`config.mk`:
```
export PLATFORM = sky130hd
export DESIGN_NAME = decode_stage_flat
export DESIGN_NICKNAME = d
export VERILOG_FILES = /design/src/rtl/cpu_pkg.sv /design/src/rtl/decode_stage_if.sv /design/src/rtl/regfile.sv /design/src/rtl/decode_stage.sv /design/src/flat_wrapper.sv
export SDC_FILE = /design/constraint.sdc
export NUM_CORES = 1
export LEC_CHECK = 0
export ABC_AREA = 1
export BUFFER_PORTS_ARGS = -buffer_cell sky130_fd_sc_hd__buf_2
export CAP_MARGIN = 20
export CORE_MARGIN = 2
export CORE_UTILIZATION = 65
export CTS_CLUSTER_DIAMETER = 50
export DETAILED_ROUTE_END_ITERATION = 8
export PLACE_DENSITY = 0.86
export RECOVER_POWER = 50
export SYNTH_ARGS = -nofsm -noshare
export SYNTH_HDL_FRONTEND = slang
export SYNTH_HIERARCHICAL = 1
export SYNTH_SLANG_ARGS = --single-unit
```
`constraint.sdc`:
```
create_clock -name clk -period 3.9 [get_ports clk]
set_input_delay 0.39 -clock clk [delete_from_list [all_inputs] [get_ports clk]]
set_output_delay 0.39 -clock clk [all_outputs]
set_load 0.005 [all_outputs]
```
`src/rtl/cpu_pkg.sv`:
```
// Shared types and constants for the decode stage: opcodes, FSM states, ID/EX record.
package cpu_pkg;

    localparam int DATA_W = 16;
    localparam int REG_AW = 4;

    typedef enum logic [3:0] {
        OP_NOP  = 4'h0,
        OP_ADD  = 4'h1,
        OP_SUB  = 4'h2,
        OP_AND  = 4'h3,
        OP_OR   = 4'h4,
        OP_XOR  = 4'h5,
        OP_SLL  = 4'h6,
        OP_SRL  = 4'h7,
        OP_ADDI = 4'h8,
        OP_LW   = 4'h9,
        OP_SW   = 4'hA,
        OP_LI   = 4'hB,
        OP_BZ   = 4'hC,
        OP_JMP  = 4'hD,
        OP_JR   = 4'hE,
        OP_HALT = 4'hF
    } opcode_e;

    typedef enum logic {
        ST_RUN,
        ST_HALTED
    } dec_state_e;

    typedef struct packed {
        logic                valid;
        logic [DATA_W-1:0]   pc;
        opcode_e             opcode;
        logic [REG_AW-1:0]   rd;
        logic [DATA_W-1:0]   rs_data;
        logic [DATA_W-1:0]   rt_data;
        logic [DATA_W-1:0]   imm;
        logic                reg_we;
        logic                mem_rd;
        logic                mem_wr;
        logic                branch;
        logic                halt;
    } idex_t;

    localparam idex_t IDEX_BUBBLE = '0;

    function automatic logic [DATA_W-1:0] sext4(input logic [3:0] v);
        return DATA_W'($signed(v));
    endfunction

    function automatic logic [DATA_W-1:0] sext8(input logic [7:0] v);
        return DATA_W'($signed(v));
    endfunction

    function automatic logic [DATA_W-1:0] sext12(input logic [11:0] v);
        return DATA_W'($signed(v));
    endfunction

endpackage

```
`src/rtl/decode_stage_if.sv`:
```
// ID/EX output bus together with the downstream stall/flush controls it obeys.
interface decode_stage_if;
    import cpu_pkg::*;

    logic                stall_in;
    logic                flush;
    logic                id_valid;
    logic [DATA_W-1:0]   id_pc;
    logic [3:0]          id_opcode;
    logic [REG_AW-1:0]   id_rd;
    logic [DATA_W-1:0]   id_rs_data;
    logic [DATA_W-1:0]   id_rt_data;
    logic [DATA_W-1:0]   id_imm;
    logic                id_reg_we;
    logic                id_mem_rd;
    logic                id_mem_wr;
    logic                id_branch;
    logic                id_halt;

    modport master (
        input  stall_in, flush,
        output id_valid, id_pc, id_opcode, id_rd, id_rs_data, id_rt_data, id_imm,
               id_reg_we, id_mem_rd, id_mem_wr, id_branch, id_halt
    );

    modport slave (
        output stall_in, flush,
        input  id_valid, id_pc, id_opcode, id_rd, id_rs_data, id_rt_data, id_imm,
               id_reg_we, id_mem_rd, id_mem_wr, id_branch, id_halt
    );

endinterface

```
`src/rtl/regfile.sv`:
```
// 16x16 register file: two asynchronous read ports, one write port with read bypass, r0 = 0.
module regfile
    import cpu_pkg::*;
(
    input  logic                clk,
    input  logic                rst_n,
    input  logic [REG_AW-1:0]   ra_addr,
    input  logic [REG_AW-1:0]   rb_addr,
    output logic [DATA_W-1:0]   ra_data,
    output logic [DATA_W-1:0]   rb_data,
    input  logic                we,
    input  logic [REG_AW-1:0]   waddr,
    input  logic [DATA_W-1:0]   wdata
);

    localparam int NREGS = 1 << REG_AW;

    // r0 has no storage; it is decoded as a constant zero on the read side.
    logic [DATA_W-1:0] regs [1:NREGS-1];

    // NOTE: this array is small and architecturally required to read zero after reset,
    // so it is built from resettable flops rather than a RAM macro.
    // NOTE: sequential state uses non-blocking assignments so every flop samples pre-edge values.
    always_ff @(posedge clk or negedge rst_n) begin
        if (!rst_n) begin
            for (int i = 1; i < NREGS; i++) begin
                regs[i[REG_AW-1:0]] <= '0;
            end
        end else if (we && waddr != '0) begin
            regs[waddr] <= wdata;
        end
    end

    assign ra_data = (ra_addr == '0)               ? '0    :
                     (we && waddr == ra_addr)      ? wdata : regs[ra_addr];
    assign rb_data = (rb_addr == '0)               ? '0    :
                     (we && waddr == rb_addr)      ? wdata : regs[rb_addr];

endmodule

```
`src/rtl/decode_stage.sv`:
```
// Instruction decode: field extraction, operand read, load-use hazard, ID/EX register, RUN/HALTED FSM.
module decode_stage
    import cpu_pkg::*;
(
    input  logic                clk,
    input  logic                rst_n,
    input  logic [DATA_W-1:0]   if_pc,
    input  logic [DATA_W-1:0]   if_inst,
    input  logic                if_inst_invalid,
    input  logic                wb_we,
    input  logic [REG_AW-1:0]   wb_addr,
    input  logic [DATA_W-1:0]   wb_data,
    output logic                stall_out,
    decode_stage_if.master      id_bus
);

    opcode_e            op;
    logic [REG_AW-1:0]  f_rd, f_rs, f_rt, rb_addr;
    logic [DATA_W-1:0]  ra_data, rb_data;
    logic               use_rs, use_rb, load_use;
    idex_t              dec, idex_d, idex_q;
    dec_state_e         state_d, state_q;

    assign op   = opcode_e'(if_inst[15:12]);
    assign f_rd = if_inst[11:8];
    assign f_rs = if_inst[7:4];
    assign f_rt = if_inst[3:0];

    // SW and BZ consume rd as a source; it travels on the second read port.
    assign rb_addr = (op == OP_SW || op == OP_BZ) ? f_rd : f_rt;

    regfile u_regfile (
        .clk     (clk),
        .rst_n   (rst_n),
        .ra_addr (f_rs),
        .rb_addr (rb_addr),
        .ra_data (ra_data),
        .rb_data (rb_data),
        .we      (wb_we),
        .waddr   (wb_addr),
        .wdata   (wb_data)
    );

    // NOTE: every signal written here gets a default first so no path infers a latch.
    always_comb begin
        use_rs      = 1'b0;
        use_rb      = 1'b0;
        dec         = IDEX_BUBBLE;
        dec.valid   = 1'b1;
        dec.pc      = if_pc;
        dec.opcode  = op;
        dec.rd      = f_rd;
        dec.rs_data = ra_data;
        dec.rt_data = rb_data;
        case (op)
            OP_ADD, OP_SUB, OP_AND, OP_OR, OP_XOR, OP_SLL, OP_SRL: begin
                use_rs = 1'b1; use_rb = 1'b1; dec.reg_we = 1'b1;
            end
            OP_ADDI: begin
                use_rs = 1'b1; dec.imm = sext4(f_rt); dec.reg_we = 1'b1;
            end
            OP_LW: begin
                use_rs = 1'b1; dec.imm = sext4(f_rt); dec.reg_we = 1'b1; dec.mem_rd = 1'b1;
            end
            OP_SW: begin
                use_rs = 1'b1; use_rb = 1'b1; dec.imm = sext4(f_rt); dec.mem_wr = 1'b1;
            end
            OP_LI: begin
                dec.imm = sext8(if_inst[7:0]); dec.reg_we = 1'b1;
            end
            OP_BZ: begin
                use_rb = 1'b1; dec.imm = sext8(if_inst[7:0]); dec.branch = 1'b1;
            end
            OP_JMP: begin
                dec.imm = sext12(if_inst[11:0]); dec.branch = 1'b1;
            end
            OP_JR: begin
                use_rs = 1'b1; dec.branch = 1'b1;
            end
            OP_HALT: dec.halt = 1'b1;
            default: ;
        endcase
        if (f_rd == '0) begin
            dec.reg_we = 1'b0;
        end
    end

    assign load_use = idex_q.valid && idex_q.mem_rd && idex_q.rd != '0 && !if_inst_invalid
                   && ((use_rs && f_rs == idex_q.rd) || (use_rb && rb_addr == idex_q.rd));

    always_comb begin
        state_d   = state_q;
        idex_d    = idex_q;
        stall_out = id_bus.stall_in || (load_use && !id_bus.flush) || (state_q == ST_HALTED);
        if (state_q == ST_HALTED) begin
            idex_d = IDEX_BUBBLE;
        end else if (id_bus.flush) begin
            idex_d = IDEX_BUBBLE;
        end else if (id_bus.stall_in) begin
            idex_d = idex_q;
        end else if (load_use || if_inst_invalid) begin
            idex_d = IDEX_BUBBLE;
        end else begin
            idex_d = dec;
            if (dec.halt) begin
                state_d = ST_HALTED;
            end
        end
    end

    always_ff @(posedge clk or negedge rst_n) begin
        if (!rst_n) begin
            state_q <= ST_RUN;
            idex_q  <= IDEX_BUBBLE;
        end else begin
            state_q <= state_d;
            idex_q  <= idex_d;
        end
    end

    assign id_bus.id_valid   = idex_q.valid;
    assign id_bus.id_pc      = idex_q.pc;
    assign id_bus.id_opcode  = idex_q.opcode;
    assign id_bus.id_rd      = idex_q.rd;
    assign id_bus.id_rs_data = idex_q.rs_data;
    assign id_bus.id_rt_data = idex_q.rt_data;
    assign id_bus.id_imm     = idex_q.imm;
    assign id_bus.id_reg_we  = idex_q.reg_we;
    assign id_bus.id_mem_rd  = idex_q.mem_rd;
    assign id_bus.id_mem_wr  = idex_q.mem_wr;
    assign id_bus.id_branch  = idex_q.branch;
    assign id_bus.id_halt    = idex_q.halt;

endmodule

```
`src/flat_wrapper.sv`:
```
// flat-port wrapper written by rule: the top's interface ports become plain ports
module decode_stage_flat import cpu_pkg::*;
  (clk, rst_n, if_pc, if_inst, if_inst_invalid, wb_we, wb_addr, wb_data, stall_out, id_bus_stall_in, id_bus_flush, id_bus_id_valid, id_bus_id_pc, id_bus_id_opcode, id_bus_id_rd, id_bus_id_rs_data, id_bus_id_rt_data, id_bus_id_imm, id_bus_id_reg_we, id_bus_id_mem_rd, id_bus_id_mem_wr, id_bus_id_branch, id_bus_id_halt);
  decode_stage_if id_bus_i ();
  input  logic clk;
  input  logic rst_n;
  input  logic [DATA_W-1:0] if_pc;
  input  logic [DATA_W-1:0] if_inst;
  input  logic if_inst_invalid;
  input  logic wb_we;
  input  logic [REG_AW-1:0] wb_addr;
  input  logic [DATA_W-1:0] wb_data;
  output logic stall_out;
  input wire logic [$bits(id_bus_i.stall_in)-1:0] id_bus_stall_in;
  input wire logic [$bits(id_bus_i.flush)-1:0] id_bus_flush;
  output wire logic [$bits(id_bus_i.id_valid)-1:0] id_bus_id_valid;
  output wire logic [$bits(id_bus_i.id_pc)-1:0] id_bus_id_pc;
  output wire logic [$bits(id_bus_i.id_opcode)-1:0] id_bus_id_opcode;
  output wire logic [$bits(id_bus_i.id_rd)-1:0] id_bus_id_rd;
  output wire logic [$bits(id_bus_i.id_rs_data)-1:0] id_bus_id_rs_data;
  output wire logic [$bits(id_bus_i.id_rt_data)-1:0] id_bus_id_rt_data;
  output wire logic [$bits(id_bus_i.id_imm)-1:0] id_bus_id_imm;
  output wire logic [$bits(id_bus_i.id_reg_we)-1:0] id_bus_id_reg_we;
  output wire logic [$bits(id_bus_i.id_mem_rd)-1:0] id_bus_id_mem_rd;
  output wire logic [$bits(id_bus_i.id_mem_wr)-1:0] id_bus_id_mem_wr;
  output wire logic [$bits(id_bus_i.id_branch)-1:0] id_bus_id_branch;
  output wire logic [$bits(id_bus_i.id_halt)-1:0] id_bus_id_halt;
  assign id_bus_i.stall_in = id_bus_stall_in;
  assign id_bus_i.flush = id_bus_flush;
  assign id_bus_id_valid = id_bus_i.id_valid;
  assign id_bus_id_pc = id_bus_i.id_pc;
  assign id_bus_id_opcode = id_bus_i.id_opcode;
  assign id_bus_id_rd = id_bus_i.id_rd;
  assign id_bus_id_rs_data = id_bus_i.id_rs_data;
  assign id_bus_id_rt_data = id_bus_i.id_rt_data;
  assign id_bus_id_imm = id_bus_i.id_imm;
  assign id_bus_id_reg_we = id_bus_i.id_reg_we;
  assign id_bus_id_mem_rd = id_bus_i.id_mem_rd;
  assign id_bus_id_mem_wr = id_bus_i.id_mem_wr;
  assign id_bus_id_branch = id_bus_i.id_branch;
  assign id_bus_id_halt = id_bus_i.id_halt;
  decode_stage u_core (.clk(clk), .rst_n(rst_n), .if_pc(if_pc), .if_inst(if_inst), .if_inst_invalid(if_inst_invalid), .wb_we(wb_we), .wb_addr(wb_addr), .wb_data(wb_data), .stall_out(stall_out), .id_bus(id_bus_i));
endmodule
```
==> results of run 1 <==
## cells in the mapped netlist
cell      count  share of area (%)
clkbuf_1     99                2.1
nor2_2        9               0.32
buf_4         7               0.29
clkinv_1      1              0.021
nand3_1     213                6.0
nand2_2       2              0.070
inv_2        12               0.25
buf_2        69                1.9
inv_1       156                3.3
buf_1        11               0.23
nand2_4       2               0.13
nor3_2        5               0.28
a21oi_1      43                1.2
o21ai_2       1              0.049
nand2_1    1145                 24
o21ai_0     206                5.8
dfrtp_1     315                 44
o21ai_1      95                2.7
o211ai_1      1              0.042
xnor2_1       4               0.20
nor3_1        3              0.084
xor2_1        1              0.049
buf_6         5               0.32
nor2_1      173                3.6
nor4_1        2              0.070
nand4_1      75                2.6
## through the flow
step / hold slack (ps) / setup slack [ps] / power [mW]
final: 116 / 1010 / 9.96
after CTS: 112 / 1130 / 9.92
after detailed placement: 460 / 655 / 6.12
after global routing: 133 / 840 / 10.4
after floorplan: 94.4 / 1670 / 5.47
after global placement: 457 / 715 / 6.04
## critical path, delay by kind of cell
kind                   cells  cell delay (ps)
and+or+nand+nor           14             2160
buffers and inverters      4              740
## cell type report
| class | count | area, µm² |
|---|---|---|
| Multi-Input combinational cell | 1980 | 8450 |
| Sequential cell | 315 | 7880 |
| Fill cell | 2227 | 7110 |
| Clock buffer | 50 | 1100 |
| Timing Repair Buffer | 194 | 1090 |
| Inverter | 169 | 634 |
| Tap cell | 341 | 427 |
| Clock inverter | 18 | 253 |
| Antenna cell | 1 | 2.50 |
## state kept, by name, summed over array words and instances, names as in the netlist, 4 cells and up
name and count:
u_core/id_bus.id_imm 12, u_core/id_bus.id_rd 4, u_core/id_bus.id_rt_data 16, u_core/id_bus.id_opcode 4, u_core/id_bus.id_pc 16, u_core/id_bus.id_rs_data 16, u_core/u_regfile/regs 240
## kinds of logic (layout without fill, tap and decap cells)
kind of cell	count (synthesis)	in the layout	share of synthesized area [%]
flops	315	315	44.2
xor+xnor	5	5	0.246
compound gates	346	346	9.75
buf+inv	360	431	8.43
other cells	0	1	0
simple gates	1629	1629	37.3
## repair_timing
| action | CTS | global route |
|---|---|---|
| endpoints found under the hold margin | 52 | 0 |
| resized for setup | 0 | 0 |
| setup endpoints to repair | 0 | 0 |
| hold buffers | 1 | 0 |
## power by group
group / switching (mW) / internal (mW) / total, mW
Combinational: 1.37 / 0.649 / 2.02
Sequential: 0.353 / 3.80 / 4.16
Clock: 1.45 / 2.34 / 3.79
## worst max path at each step
stage,to,cells past startpoint
finish,u_core/id_bus.id_rt_data[2],18
global route,u_core/u_regfile/regs[157],5
CTS,stall_out,14
detailed placement,u_core/id_bus.id_rt_data[11],18
global placement,u_core/id_bus.id_rt_data[11],17
floorplan,u_core/id_bus.id_rt_data[6],16
## metal layers
metal  part of all wire, %  global-route usage [%]
met1                    36                    56.1
met2                    43                    65.5
met3                    14                    10.8
met4                   6.4                    24.9
met5                     0                       0
==> results.sh, run 1 <==
export IMPL_status="finished, violations left"
export IMPL_violations="capacitance limit, slew limit"
export IMPL_hpwlAfterDp_um=39300
export IMPL_slew_headroom_pct=-26.1
export IMPL_syn_area_mm2=0.0178
export IMPL_critPathKind="in -> reg"
export IMPL_crit_chain="buf_2, inv_1, nor2_2, nand2_2, nand2_4, nand2_1, nand2_4, inv_2, nor2_2, buf_12, nand2_1, nand3_1, nor2_1, nor2_1, nor2_1, nor2_1, nand4_1, nand2_1"
export IMPL_syn2layout_area_growth_pct=11.3
export IMPL_drv_cap=6
export IMPL_std_cell_rows=60
export IMPL_cp_slowest_stage_delay_ps=460
export IMPL_place_inst=2995
export IMPL_startpoint="if_inst[15]"
export IMPL_cts_root_buf="clkbuf_16"
export IMPL_core_area_mm2=0.0270
export IMPL_final_net_count=2756
export IMPL_worstHoldPathCells=3
export IMPL_cts_post_setup_buffers_inserted=0
export IMPL_fin_setup_tns_ps=0
export IMPL_finalCritPeriodShare_pct=74.2
export IMPL_layout_commonest_cell="nand2_1"
export IMPL_ir_drop_mv=0.415
export IMPL_crit_arrival_ps=3350
export IMPL_drc=0
export IMPL_clockBufferDepth=3
export IMPL_reg2reg_depth=8
export IMPL_grt_pass1_vias=18000
export IMPL_cts_buffers=38
export IMPL_fp_dieW_um=170
export IMPL_leakage_nw=10.5
export IMPL_wire_per_inst_um=20.0
export IMPL_fmax_mhz=346
export IMPL_worstPathRequired_ps=4360
export IMPL_htree_num_levels=2
export IMPL_layout_cells_non_filler=3068
export IMPL_grt_max_degree=107
export IMPL_clk_latency_ps=530
export IMPL_final_antenna_net_count=0
export IMPL_clock_skew_ps=11.5
export IMPL_r2r_end="u_core/id_bus.id_rs_data[1]"
export IMPL_min_delay_start="if_pc[4]"
export IMPL_rrSetupSlack_ps=1830
export IMPL_rsz0062_at_grt="no"
export IMPL_ys_seq_area_share_pct=44.2
export IMPL_drive_gt1_share_pct=8.62
export IMPL_overflow=0
export IMPL_cp_max_fo=26
export IMPL_ioPinCount=137
export IMPL_clkTransAtPathRegs_ps=60
export IMPL_final_cell_area_mm2=0.0198
export IMPL_viasPerCell=6.16
export IMPL_die_height_um=170
export IMPL_cts_sinks=315
export IMPL_fin_util_pct=73.6
export IMPL_p_per_area_mw_per_mm2=502
export IMPL_worst_pin_slew_ps=1890
export IMPL_antenna_found_initial=3
export IMPL_synth_avg_cell_area_um2=6.71
export IMPL_grt_usage_pct=43.0
export IMPL_endpoint_kind="flip-flop"
export IMPL_fin_crit_ps=2890
export IMPL_hold_path_class="in -> reg"
export IMPL_first_iter_violations=2911
export IMPL_yosysWarnings=6
export IMPL_drv_slew=198
export IMPL_ys_ff_latch=315
export IMPL_mostFrequentLayoutCells="nand2_1, dfrtp_1, o21ai_0"
export IMPL_finalHoldViolations=0
export IMPL_port_buffer_count=136
export IMPL_place_congestion=1.03
export IMPL_syn_inst=2655
export IMPL_hold_end="u_core/id_bus.id_pc[4]"
export IMPL_initial_utilization_pct=66.1
export IMPL_grt_pass1_wl_um=96200
export IMPL_startpoint_type="primary input"
export IMPL_placed_area_mm2=0.0186
export IMPL_crit_slowest_cell="nor2_2"
export IMPL_vias=18900
export IMPL_drt_total_wl_um=61500
export IMPL_r2r_start="u_core/id_bus.id_rd[0]"
export IMPL_first_pass_iters=7
export IMPL_synthesis_nets=2713
export IMPL_setup_viol=0
export IMPL_synth_distinct_cells=26
export IMPL_cts_tree="yes"
export IMPL_crit_path_frequent_cell="nor2_1"
export IMPL_die_area_mm2=0.0288
(Power assumes the default switching activity.)
==> run 2: changes to the inputs <==
Settings changed: CORE_UTILIZATION 65 to 61, PLACE_DENSITY 0.86 to 0.82.
Clock period 3.9 ns to 3.01 ns, I/O delays scaled along.
==> results.sh, run 2 (synthesis results as in run 1) <==
export IMPL_status="finished, violations left"
export IMPL_clockBufferDepth=3
export IMPL_wire_per_inst_um=20.6
export IMPL_fin_crit_ps=2610
export IMPL_critPathKind="in -> reg"
export IMPL_clkTransAtPathRegs_ps=60
export IMPL_postCtsHoldBufs=1
export IMPL_ir_drop_mv=0.477
export IMPL_final_antenna_net_count=0
export IMPL_crit_family="buffers and inverters"
export IMPL_placed_area_mm2=0.0189
export IMPL_initial_utilization_pct=62.1
export IMPL_crit_slowest_cell="clkbuf_1"
export IMPL_top_register="u_core/u_regfile/regs"
export IMPL_die_area_mm2=0.0306
export IMPL_final_net_count=2778
export IMPL_place_inst=3062
export IMPL_largest_register_ffs=240
export IMPL_finalHoldViolations=0
export IMPL_setup_viol=0
export IMPL_p_int_mw=8.60
export IMPL_fin_setup_tns_ps=0
export IMPL_syn2layout_area_growth_pct=13.0
export IMPL_first_iter_violations=2965
export IMPL_fin_util_pct=70.1
export IMPL_hpwlAfterDp_um=41900
export IMPL_cts_tree="yes"
export IMPL_timing_final_ws_setup_ps=399
export IMPL_leakage_nw=10.8
export IMPL_layout_commonest_cell="nand2_1"
export IMPL_seqPwrFrac_pct=42.2
export IMPL_fmax_mhz=383
export IMPL_p_total_mw=12.8
export IMPL_antenna_found_initial=2
export IMPL_overflow=0
export IMPL_p_clk_share_pct=36.6
export IMPL_cp_slowest_stage_delay_ps=1360
export IMPL_drive_gt1_share_pct=10.7
export IMPL_final_cell_area_mm2=0.0201
export IMPL_grt_max_degree=88
export IMPL_drv_cap=12
export IMPL_first_pass_iters=6
export IMPL_port_buffer_count=136
export IMPL_crit_arrival_ps=3020
export IMPL_violations="capacitance limit, slew limit"
export IMPL_diodes=0
export IMPL_drt_total_wl_um=64400
export IMPL_dp_slack_ps=447
export IMPL_cts_post_setup_buffers_inserted=0
export IMPL_place_congestion=1.02
export IMPL_vias=19100
export IMPL_cts_sinks=315
export IMPL_drv_slew=396
export IMPL_combPwrFrac_pct=21.2
export IMPL_rrSetupSlack_ps=960
export IMPL_crit_chain="clkbuf_1, inv_1, nand3_1, nor3_4, clkbuf_1, nand2_1, o21ai_0"
export IMPL_endpoint_kind="flip-flop"
export IMPL_p_per_area_mw_per_mm2=634
export IMPL_die_height_um=175
export IMPL_hold_ws_ps=11.3
export IMPL_finalCritPeriodShare_pct=86.8
export IMPL_std_cell_rows=62
export IMPL_worstPathRequired_ps=3420
export IMPL_layout_cells_non_filler=3132
export IMPL_cts_resized=0
export IMPL_grt_usage_pct=42.5
export IMPL_slew_headroom_pct=-35.6
export IMPL_cp_max_fo=32
export IMPL_switching_share_pct=32.7
export IMPL_viasPerCell=6.09
export IMPL_drc=0
export IMPL_clk_latency_ps=540
export IMPL_rsz0062_at_grt="no"
export IMPL_mostFrequentLayoutCells="nand2_1, dfrtp_1, o21ai_0"
export IMPL_worst_path_buf_inv=3
export IMPL_grt_pass1_vias=17800
export IMPL_ioPinCount=137
export IMPL_grt_pass1_wl_um=101000
export IMPL_crit_path_frequent_cell="clkbuf_1"
export IMPL_worst_pin_slew_ps=2030
export IMPL_power_switching_mw=4.17
export IMPL_fp_dieW_um=175
export IMPL_cts_root_buf="clkbuf_16"
export IMPL_hold_path_class="in -> reg"
export IMPL_core_area_mm2=0.0287
export IMPL_startpoint_type="primary input"
export IMPL_clock_skew_ps=21.6
export IMPL_htree_num_levels=2
export IMPL_cts_buffers=39
run 2: changes by cell type in the layout (fill, tap and decap cells not counted), moves of 2 or more:
cell       previous run  this run
buf_2                93       131
clkbuf_1             57        23
buf_4                43        53
buf_12                4        12
o21ai_0             240       244
o21ai_1              61        57
inv_6                 3         6
nor3_1                6         3
bufinv_16             5         3
clkbuf_16            41        39
clkinv_2              3         5
clkinv_4              4         2
nor3_4                1         3
run 2: per-layer routing:
layer	part of all wire, %	track usage, %	up-vias	wire length [µm]
met3	13	10.6	296	8630
met2	42	61.9	1422	27000
li1	-	-	8556	-
met5	0.014	0	-	9
met1	38	58.0	8783	24400
met4	6.8	24.1	2	4360
run 2: cell type report:
cell class / instances / area, µm²
fillers: 2451 / 8570
well taps: 384 / 480
clock inverters: 19 / 208
inverters: 169 / 634
flip-flops and latches: 315 / 7880
repair buffers: 215 / 1380
clock buffers: 50 / 1070
multi-input cells: 1980 / 8480
run 2: worst reg2reg max path, stage by stage (launching register included):
cell and delay, ps:
dfrtp_1 440, nor4_1 450, nor3_1 100, nand2_2 140
buf_4 480, nand4_1 250, nand2_1 120
run 2: worst paths after layout:
check                                       startpoint                      endpoint  depth (start not counted)
worst max-delay path                        wb_addr[0]     u_core/u_regfile/regs[82]                          7
worst min-delay path                          if_pc[2]        u_core/id_bus.id_pc[2]                          3
worst max register to register  u_core/id_bus.id_rd[0]  u_core/id_bus.id_rs_data[11]                          6
worst min register to register  u_core/id_bus.id_pc[2]        u_core/id_bus.id_pc[2]                          2
max in group asynchronous                        rst_n     u_core/u_regfile/regs[46]                          3
min in group asynchronous                        rst_n    u_core/u_regfile/regs[165]                          2
run 2: power groups by stage:
stage          logic, mW  registers, mW  clock network [mW]
4_1_cts             2.64           5.36                4.69
6_report            2.70           5.39                4.68
3_5_place_dp        2.61           5.43                   0
2_1_floorplan       1.79           5.30                   0
5_1_grt             3.03           5.45                4.87
3_3_place_gp        2.53           5.40                   0
